==> src/rtl/block_coef_tx_pkg.sv <==
// Framing shared by the coefficient loader and this readback transmitter:
// state encoding, default bank geometry and byte order on the wire.
package block_coef_tx_pkg;

    localparam int N_COEF_DEF = 16;
    localparam int COEF_W_DEF = 12;
    localparam bit HI_FIRST   = 1'b1;

    typedef enum logic [2:0] {
        IDLE,
        LOAD,
        SEND_HI,
        SEND_LO,
        DONE
    } tx_state_e;

    // Pick one byte of a coefficient already zero-extended to 16 bits.
    function automatic logic [7:0] coef_byte(input logic [15:0] c, input logic hi);
        return hi ? c[15:8] : c[7:0];
    endfunction

endpackage

==> src/rtl/block_coef_tx_coef_bank_snap.sv <==
// Snapshot of the whole coefficient bank, taken in one cycle, with an
// indexed read port for the byte serializer.
module coef_bank_snap #(
    parameter int N_COEF = 16,
    parameter int COEF_W = 12
) (
    input  logic                       clk,
    input  logic                       rst,
    input  logic                       load_i,
    input  logic [N_COEF*COEF_W-1:0]   bank_i,
    input  logic [$clog2(N_COEF)-1:0]  idx_i,
    output logic [COEF_W-1:0]          coef_o
);

    // Packed layout matches the flattened bus: entry k sits at [k*COEF_W +: COEF_W].
    logic [N_COEF-1:0][COEF_W-1:0] snap_q;

    always_ff @(posedge clk or negedge rst) begin
        if (!rst) begin
            snap_q <= '0;
        end else if (load_i) begin
            snap_q <= bank_i;
        end
    end

    assign coef_o = snap_q[idx_i];

endmodule

==> src/rtl/block_coef_tx.sv <==
// Coefficient readback transmitter: snapshots the bank on a start pulse and
// streams every coefficient as two bytes over a valid/ready byte link.
module block_coef_tx
    import block_coef_tx_pkg::*;
#(
    parameter int N_COEF = N_COEF_DEF,
    parameter int COEF_W = COEF_W_DEF
) (
    input  logic                       clk,
    input  logic                       rst,
    input  logic [N_COEF*COEF_W-1:0]   coef_bank_i,
    input  logic                       pulsador_envio_coef_i,
    input  logic                       abort_i,
    input  logic                       byte_ready_i,
    output logic [7:0]                 byte_o,
    output logic                       byte_valid_o,
    output logic                       busy_o,
    output logic [$clog2(N_COEF)-1:0]  coef_idx_o,
    output logic                       fin_tx_coef_o
);

    localparam int IDX_W = $clog2(N_COEF);
    localparam logic [IDX_W-1:0] LAST_IDX = IDX_W'(N_COEF - 1);

    tx_state_e         state_q, state_d;
    logic [IDX_W-1:0]  idx_q, idx_d;
    logic [COEF_W-1:0] coef;
    logic [15:0]       coef_ext;
    logic              sending;

    coef_bank_snap #(
        .N_COEF (N_COEF),
        .COEF_W (COEF_W)
    ) u_snap (
        .clk    (clk),
        .rst    (rst),
        .load_i (state_q == LOAD),
        .bank_i (coef_bank_i),
        .idx_i  (idx_q),
        .coef_o (coef)
    );

    assign coef_ext = 16'(coef);
    assign sending  = (state_q == SEND_HI) || (state_q == SEND_LO);

    always_ff @(posedge clk or negedge rst) begin
        if (!rst) begin
            state_q <= IDLE;
            idx_q   <= '0;
        end else begin
            state_q <= state_d;
            idx_q   <= idx_d;
        end
    end

    // Abort outranks everything, including a byte handshake in the same cycle.
    always_comb begin
        state_d = state_q;
        idx_d   = idx_q;
        if (abort_i) begin
            state_d = IDLE;
            idx_d   = '0;
        end else begin
            case (state_q)
                IDLE: begin
                    if (pulsador_envio_coef_i) state_d = LOAD;
                end
                LOAD: begin
                    idx_d   = '0;
                    state_d = SEND_HI;
                end
                SEND_HI: begin
                    if (byte_ready_i) state_d = SEND_LO;
                end
                SEND_LO: begin
                    if (byte_ready_i) begin
                        if (idx_q == LAST_IDX) begin
                            state_d = DONE;
                        end else begin
                            idx_d   = idx_q + 1'b1;
                            state_d = SEND_HI;
                        end
                    end
                end
                DONE: begin
                    idx_d   = '0;
                    state_d = IDLE;
                end
                default: begin
                    idx_d   = '0;
                    state_d = IDLE;
                end
            endcase
        end
    end

    // Outputs decode purely from registered state, so byte_o holds while stalled.
    always_comb begin
        byte_o        = 8'h00;
        byte_valid_o  = 1'b0;
        busy_o        = 1'b0;
        coef_idx_o    = '0;
        fin_tx_coef_o = 1'b0;
        if (sending) begin
            byte_o       = coef_byte(coef_ext, (state_q == SEND_HI) == HI_FIRST);
            byte_valid_o = 1'b1;
            busy_o       = 1'b1;
            coef_idx_o   = idx_q;
        end
        if (state_q == LOAD) busy_o = 1'b1;
        if (state_q == DONE) fin_tx_coef_o = 1'b1;
    end

endmodule
==> config.mk <==
export PLATFORM = sky130hd
export DESIGN_NAME = block_coef_tx
export DESIGN_NICKNAME = d
export VERILOG_FILES = /design/src/rtl/block_coef_tx_pkg.sv /design/src/rtl/block_coef_tx_coef_bank_snap.sv /design/src/rtl/block_coef_tx.sv
export SDC_FILE = /design/constraint.sdc
export NUM_CORES = 1
export LEC_CHECK = 0
export ABC_AREA = 1
export CORE_MARGIN = 2
export CORE_UTILIZATION = 35
export DETAILED_ROUTE_END_ITERATION = 12
export PLACE_DENSITY = 0.6
export RECOVER_POWER = 25
export SYNTH_ARGS = -nofsm -noshare
export SYNTH_HDL_FRONTEND = slang
export SYNTH_SLANG_ARGS = --single-unit
==> constraint.sdc <==
create_clock -name clk -period 3.85 [get_ports clk]
set_input_delay 1.155 -clock clk [delete_from_list [all_inputs] [get_ports clk]]
set_output_delay 1.155 -clock clk [all_outputs]
set_load 0.1 [all_outputs]
== After elaboration in Yosys (flattened, before gate mapping) ==
Index checks and enable logic that the tools add are counted.

* Register bits: 199
* Input port bits: 197
* Output and inout port bits: 15
* Word-level logic and storage cells: 53

* $add $sub $neg: 1
* Magnitude comparators: 1
* Equality and inequality tests: 10
* Mux-type cells: 18
* Reductions and logical operators: 5

{| class="wikitable"
|+ Operators with widths
! kind !! number
|-
| binary-select mux 12 bit (select 4 bit) || 1
|-
| two-way mux 4 bit || 4
|-
| two-way mux 8 bit || 2
|-
| two-way mux 3 bit || 5
|-
| two-way mux 12 bit || 1
|-
| != test 3 bit (second input constant) || 4
|-
| case mux 3 bit (4 select lines) || 1
|-
| case mux 4 bit (2 select lines) || 1
|-
| equality test 3 x 2 -> 1 bit (second input constant) || 2
|-
| AND reduction 3 bit || 2
|-
| < comparator 4 x 5 -> 1 bit (second input constant) || 1
|-
| adder 4 x 1 -> 4 bit (second input constant) || 1
|-
| equality test 4 bit (second input constant) || 1
|-
| equality test 3 x 1 -> 1 bit (second input constant) || 1
|-
| equality test 3 bit (second input constant) || 1
|-
| zero test 3 bit || 1
|-
| two-way mux 1 bit || 3
|-
| != test 2 x 1 -> 1 bit (second input constant) || 1
|-
| OR reduction 2 bit || 1
|-
| logical OR 1 bit || 1
|}

== Logic depth before layout (Yosys ltp) ==
Gate-level depths: netlist of the first run.

* Depth after elaboration: 5
* Gate-level depth with buffers: 10
* Mapped depth without buffers: 8

== By module ==
Synthesis of the first run repeated with hierarchy kept, for this count alone.

* Cells, all modules: 1312
* Area, all modules: 9836.9 um2

{| class="wikitable"
|+ By module, submodules not included
! module !! times used !! cells an instance !! area an instance (um2) !! seq. area each (um2)
|-
| coef_bank_snap || 1 || 1224 || 9280.2 || 4804.6
|-
| block_coef_tx || 1 || 88 || 556.8 || 175.2
|}

== Least setup slack after synthesis of the first run ==
OpenSTA, ideal clock, no wires.

* Path type: reg-to-output
* Start point: register state_q[1]
* End point: output coef_idx_o[0]
* Arrival time: 3.314 ns
* Required time: 2.695 ns
* Path slack: -0.619 ns
* Cell stages (with the launch flop): 5
* Path buffers: 0
* Path through: dfrtp_1 > inv_1 > nor2_1 > inv_1 > nor2_1

* Cells in the longest elaborated chain, start to end: 3
* Elaborated cells on any way between the ends: 4
* Classes of those cells: 2 x eq/ne; 1 x mux; 1 x reduce/logical

{| class="wikitable"
|+ RTL lines
! element !! RTL line !! source
|-
| start: declaration || block_coef_tx.sv:25 || <nowiki>tx_state_e state_q, state_d;</nowiki>
|-
| start signal: assignment || block_coef_tx.sv:51 || <nowiki>state_q <= state_d;</nowiki>
|-
| equality test 3 x 2 -> 1 bit || block_coef_tx.sv:44 || <nowiki>assign sending = (state_q == SEND_HI) || (state_q == SEND_LO);</nowiki>
|-
| logical OR 1 bit * || block_coef_tx.sv:44 ||
|-
| two-way mux 4 bit * || block_coef_tx.sv:104 || <nowiki>if (sending) begin</nowiki>
|-
| end: declaration || block_coef_tx.sv:18 || <nowiki>output logic [$clog2(N_COEF)-1:0] coef_idx_o,</nowiki>
|}

Every way passes the cells marked *; elsewhere a longest branch is shown, timed or not.

== Final worst setup path of the first run ==
* Start point: register idx_q[0]
* End point: output byte_o[0]

* Cells in the longest elaborated chain, start to end: 4

{| class="wikitable"
|+ RTL lines
! element !! RTL line !! source
|-
| start: declaration || block_coef_tx.sv:26 || <nowiki>logic [IDX_W-1:0] idx_q, idx_d;</nowiki>
|-
| start signal: assignment || block_coef_tx.sv:52 || <nowiki>idx_q <= idx_d;</nowiki>
|-
| binary-select mux 12 bit (select 4 bit) || block_coef_tx_coef_bank_snap.sv:26 || <nowiki>assign coef_o = snap_q[idx_i];</nowiki>
|-
| two-way mux 12 bit (not written as such) || block_coef_tx_coef_bank_snap.sv:26 ||
|-
| two-way mux 8 bit || block_coef_tx_pkg.sv:19 || <nowiki>return hi ? c[15:8] : c[7:0];</nowiki>
|-
| two-way mux 8 bit || block_coef_tx.sv:104 ||
|-
| end: declaration || block_coef_tx.sv:15 || <nowiki>output logic [7:0] byte_o,</nowiki>
|}

No other way between the ends. The select of a mux whose other input is x is not followed.

==> impl.org, run 1 <==
** Synthesis
- Number of distinct library cells after synthesis :: 20
- Proportion of netlist area held by the largest area contributor :: 51.6%
- Most common cell in the synthesized netlist :: nor2_1
- Cell Area, Synth :: 9660 µm²
- The number of nets handed over by synthesis was 1,382.
- In the synthesized netlist, the cells that appear most often are nor2_1, dfrtp_1, nand2_1.
- Yosys warnings :: 0
- Number of enable flip-flop cells after synthesis :: 0
- Proportion of synthesized chip area in sequential cells :: approximately half
- Cell type with the highest aggregate area in the netlist :: dfrtp_1
- Number of register bits inferred by synthesis :: 199
- After synthesis, the share of flip-flops with an asynchronous set or reset is 100%.
- Cell types occupying the most area after synthesis :: dfrtp_1, nor2_1, mux2_2, nand2_1, a21oi_1
- Dividing the synthesized area by the synthesized cell count gives 8.16 µm².
- Synthesis produced a netlist whose cell count is approximately 1,200.
- Among all flip-flop cells after synthesis, the most frequent one is dfrtp_1.

** Placed design
- Count of input and output buffers :: 211
- Detail Placement HPWL :: between 20,000 and 25,000 µm
- Routability-driven placement finished with a final weighted congestion of approximately 0.80.
- DP Cell Count :: 1,681

** Worst setup path
- Slowest cell on the critical path :: dfrtp_4
- Counting both buffers and inverters, the worst setup path holds a total of 3.
- STA classifies the critical path startpoint as a register.
- Data arrival time of the worst path :: between 2 and 2.5 ns
- At the worst endpoint, the required time is 2.69 ns.
- Worst r2r src :: state_q[2]
- Along the worst path, the maximum fanout reaches 40.
- CP Capture Type :: primary output
- Cell chain of the critical path :: inv_2 -> buf_4 -> nand2_1 -> nand3_1 -> nand3_1 -> nand3_1 -> nand2_1 -> nand2_1 -> nand2_1 -> buf_12
- FF-to-FF path depth :: 6
- The kind of cell with the highest combined delay along the critical path is simple AND/OR/NAND/NOR gates.
- The endpoint identified for the worst register-to-register timing path is u_snap.snap_q[80].
- The critical path is of the register to primary output type.
- Reg-to-reg setup timing slack :: 0.91 ns
- Critical path's largest stage delay :: slightly above 0.6 ns
- Most frequent cell on the critical path :: nand2_1
- Critical Path Source :: idx_q[0]

** Clock tree
- In this run, CTS created clock tree buffers numbering 17.
- H-tree depth reported by CTS :: 4
- CTS Root Cell :: clkbuf_16
- For the worst-skew pair, the clock arrives at the later sink with an insertion delay of 0.43 ns.
- Maximum root-to-sink buffer count :: 2
- Clock transition time at the flip-flop clock pins of the worst setup and hold paths :: 0.07 ns
- The tree built by TritonCTS fans out to between 150 and 200 sinks.
- TritonCTS clock tree :: built

** Layout
- Layout net count :: 1,559
- The finished layout holds 1,717 standard cells, fillers aside.
- Layout fillers :: approximately 2,700
- The area growth from synthesis to layout is 32.1%.
- Summing all multi-input logic gate instances after layout gives 3830 µm².
- Summing all flip-flop and latch instances after layout gives between 4000 and 5000 µm².
- Layout Utilization :: 47.2%
- The post-route netlist has 10.6% of its cells at a drive strength greater than 1.

** Die
- Row generation in the floorplan step produced 60 rows.
- Floorplan die height :: 170 µm
- Overall die area :: about 29,000 µm²
- Die width :: 170 µm
- The initial utilization of the core area, before any placement, comes to between 30 and 40%.
- Area of the placeable core :: approximately 27,000 µm²
- Pin placement for this block handled about 210 I/O pins.

** Pwr
- Switching part of the total power :: 35.1%
- IR drop worst, VDD :: 0.000374 V
- For this design the ratio of total power to cell area is 627 nW/µm².
- Internal power comes to 0.00519 W.
- The analysis attributes to net switching a power of 0.00280 W.
- The clock network accounts for a little over a fifth of the total power.
- Registers are responsible for 43.5% of the overall power.
- Relative contribution of combinational cells to total power :: between 30% and 40%
- Summed over all cells, the static leakage comes to 5.93 nW.

** Routing
- The first detailed-routing pass took 5 iterations.
- Dividing the detail-routed via count by the number of cells gives 4.84.
- Residual DRC count :: 0
- After detailed routing, the total wire length is 28,900 µm.
- Post-DR wirelength/cell :: 16.8 µm
- The detailed router finished its first iteration with about 630 violations.
- The detail route stage leaves a number of antenna-violating nets equal to 0.
- The routed layout has ~8,300 vias.

** Timing
- The smallest clock period supported by the final layout is computed as approximately 3.6 ns.
- Adding up every negative setup slack in the final design gives 0 ns.
- In this run the tightest slew margin relative to its limit is -46.8%.
- The final-report hold violation count came to 0.
- On the final layout, the worst clock skew is 0.00967 ns.
- Setup repair after global routing left no endpoint under its margin.
- Dividing the final minimum period by the clock period gives 92.5%.
- Static timing analysis puts the maximum clock frequency at 0.281 GHz.
- Total count of max-transition violations in the final report :: 81
- Final setup violation count :: 0
- For the pin with the worst max-slew slack, the measured transition is 2.20 ns.

** Hold path
- The worst hold path begins at u_snap.snap_q[19].
- Hold endpoint :: u_snap.snap_q[19]
- Hold crit path type :: register to register
- Hold Crit Depth :: 1

** Status
- The run finished, with violations left.
- Violations in the final reports :: capacitance limit, slew limit

** GRT
- Antenna violations before repair :: 7
- For this run the aggregate overflow at the end of global routing stands at 0.
- For this run, the total global-route usage over all layers was measured as between 15 and 20%.
- Entering global routing, the biggest net connects 128 pins.
- First-pass GRT wire length :: approximately 44,000 µm
- The number of global-route vias before repair is 8,023.

** Run
- Max-cap viol count :: 1
[cells by family after synthesis]
kind of cell             share of synthesized area (%)
XOR/XNOR                                        0.0907
buffers and inverters                             8.86
multiplexers                                      8.39
AO/OA/AOI/OAI                                     7.70
flip-flops                                        51.6
adder cells (fa/ha/maj)                          0.130
AND/OR/NAND/NOR                                   23.3
[sequential cells by signal (all words and copies together) (netlist names)]
register,count
u_snap.snap_q,192
idx_q,4
state_q,3
[repair_timing]
item,4_1_cts,5_1_grt
setup endpoints to repair,0,7
hold buffers,0,0
resized for setup,0,0
buffers inserted,0,2
[routing by layer]
layer | GRT usage (%) | routed length (µm) | up-vias | part of all wire (%)
li1 | - | - | 4090 | -
met1 | 26.3 | 12800 | 3958 | 44
met2 | 32.1 | 13700 | 222 | 48
met3 | 5.81 | 1980 | 30 | 6.8
met4 | 4.94 | 382 | 6 | 1.3
met5 | 0 | 36 | - | 0.12
[per-stage QoR]
step           setup slack [ns]  hold WS, ns  instance area (µm²)  total power, W
6_report                  0.287        0.501                12800         0.00799
5_1_grt                  0.0978        0.515                12700         0.00859
4_1_cts                  0.0660        0.504                12700         0.00806
3_5_place_dp              0.545        0.489                12200         0.00630
3_3_place_gp              0.570        0.482                12200         0.00621
2_1_floorplan             0.156        0.474                 9670         0.00539
[worst max-delay path by stage]
stage,end,slack [ns],cells past startpoint
after floorplan,byte_o[5],0.16,6
after global placement,byte_o[5],0.57,8
after detailed placement,byte_o[5],0.55,8
after CTS,byte_o[5],0.07,8
after global routing,byte_o[5],0.1,8
final,byte_o[0],0.29,10
[cell type report]
cell class              count  area share [%]
clock buffers              17            3.34
diodes                      4          0.0785
flip-flops and latches    199            39.1
clock inverters            13            1.09
multi-input cells         779            30.0
inverters                 134            3.94
repair buffers            230            19.1
well taps                 341            3.35
[power by group through the flow]
| stage | clock, W | combinational, W | sequential, W |
|---|---|---|---|
| final | 0.00176 | 0.00275 | 0.00348 |
| after global routing | 0.00188 | 0.00313 | 0.00358 |
| after CTS | 0.00179 | 0.00278 | 0.00348 |
| after detailed placement | 0 | 0.00277 | 0.00353 |
| after global placement | 0 | 0.00271 | 0.00350 |
| after floorplan | 0 | 0.00200 | 0.00339 |
[layout by cell type, fill, tap and decap left out, types with 2 or more instances in the layout]
cell type        instances
o21ai_0                 18
mux2_2                  72
buf_12                  16
clkdlybuf4s50_1        195
dfrtp_1                197
inv_1                  131
nor2_2                   5
nand3_1                120
clkinv_4                 3
nand2_1                187
buf_4                   16
inv_8                    3
a21oi_1                126
inv_6                    3
inv_2                    2
clkinvlp_4               3
diode_2                  4
o21ai_1                  3
nor2_1                 244
clkbuf_16               17
(Power assumes the default switching activity.)
==> inputs of run 2 (changes only) <==
--- a/config.mk
+++ b/config.mk
@@ -6,6 +6,7 @@
 export NUM_CORES = 1
 export LEC_CHECK = 0
 export ABC_AREA = 1
+export ABC_CLOCK_PERIOD_IN_PS = 3850
 export CORE_MARGIN = 2
 export CORE_UTILIZATION = 35
 export DETAILED_ROUTE_END_ITERATION = 12
==> results of run 2 <==
The final DEF is identical to that of run 1; final timing and power are the same.
==> inputs of run 3 (changes only) <==
--- a/config.mk
+++ b/config.mk
@@ -15,3 +15,4 @@
 export SYNTH_ARGS = -nofsm -noshare
 export SYNTH_HDL_FRONTEND = slang
 export SYNTH_SLANG_ARGS = --single-unit
+export TNS_END_PERCENT = 100
==> results of run 3 <==
The final DEF is identical to that of run 1; final timing and power are the same.
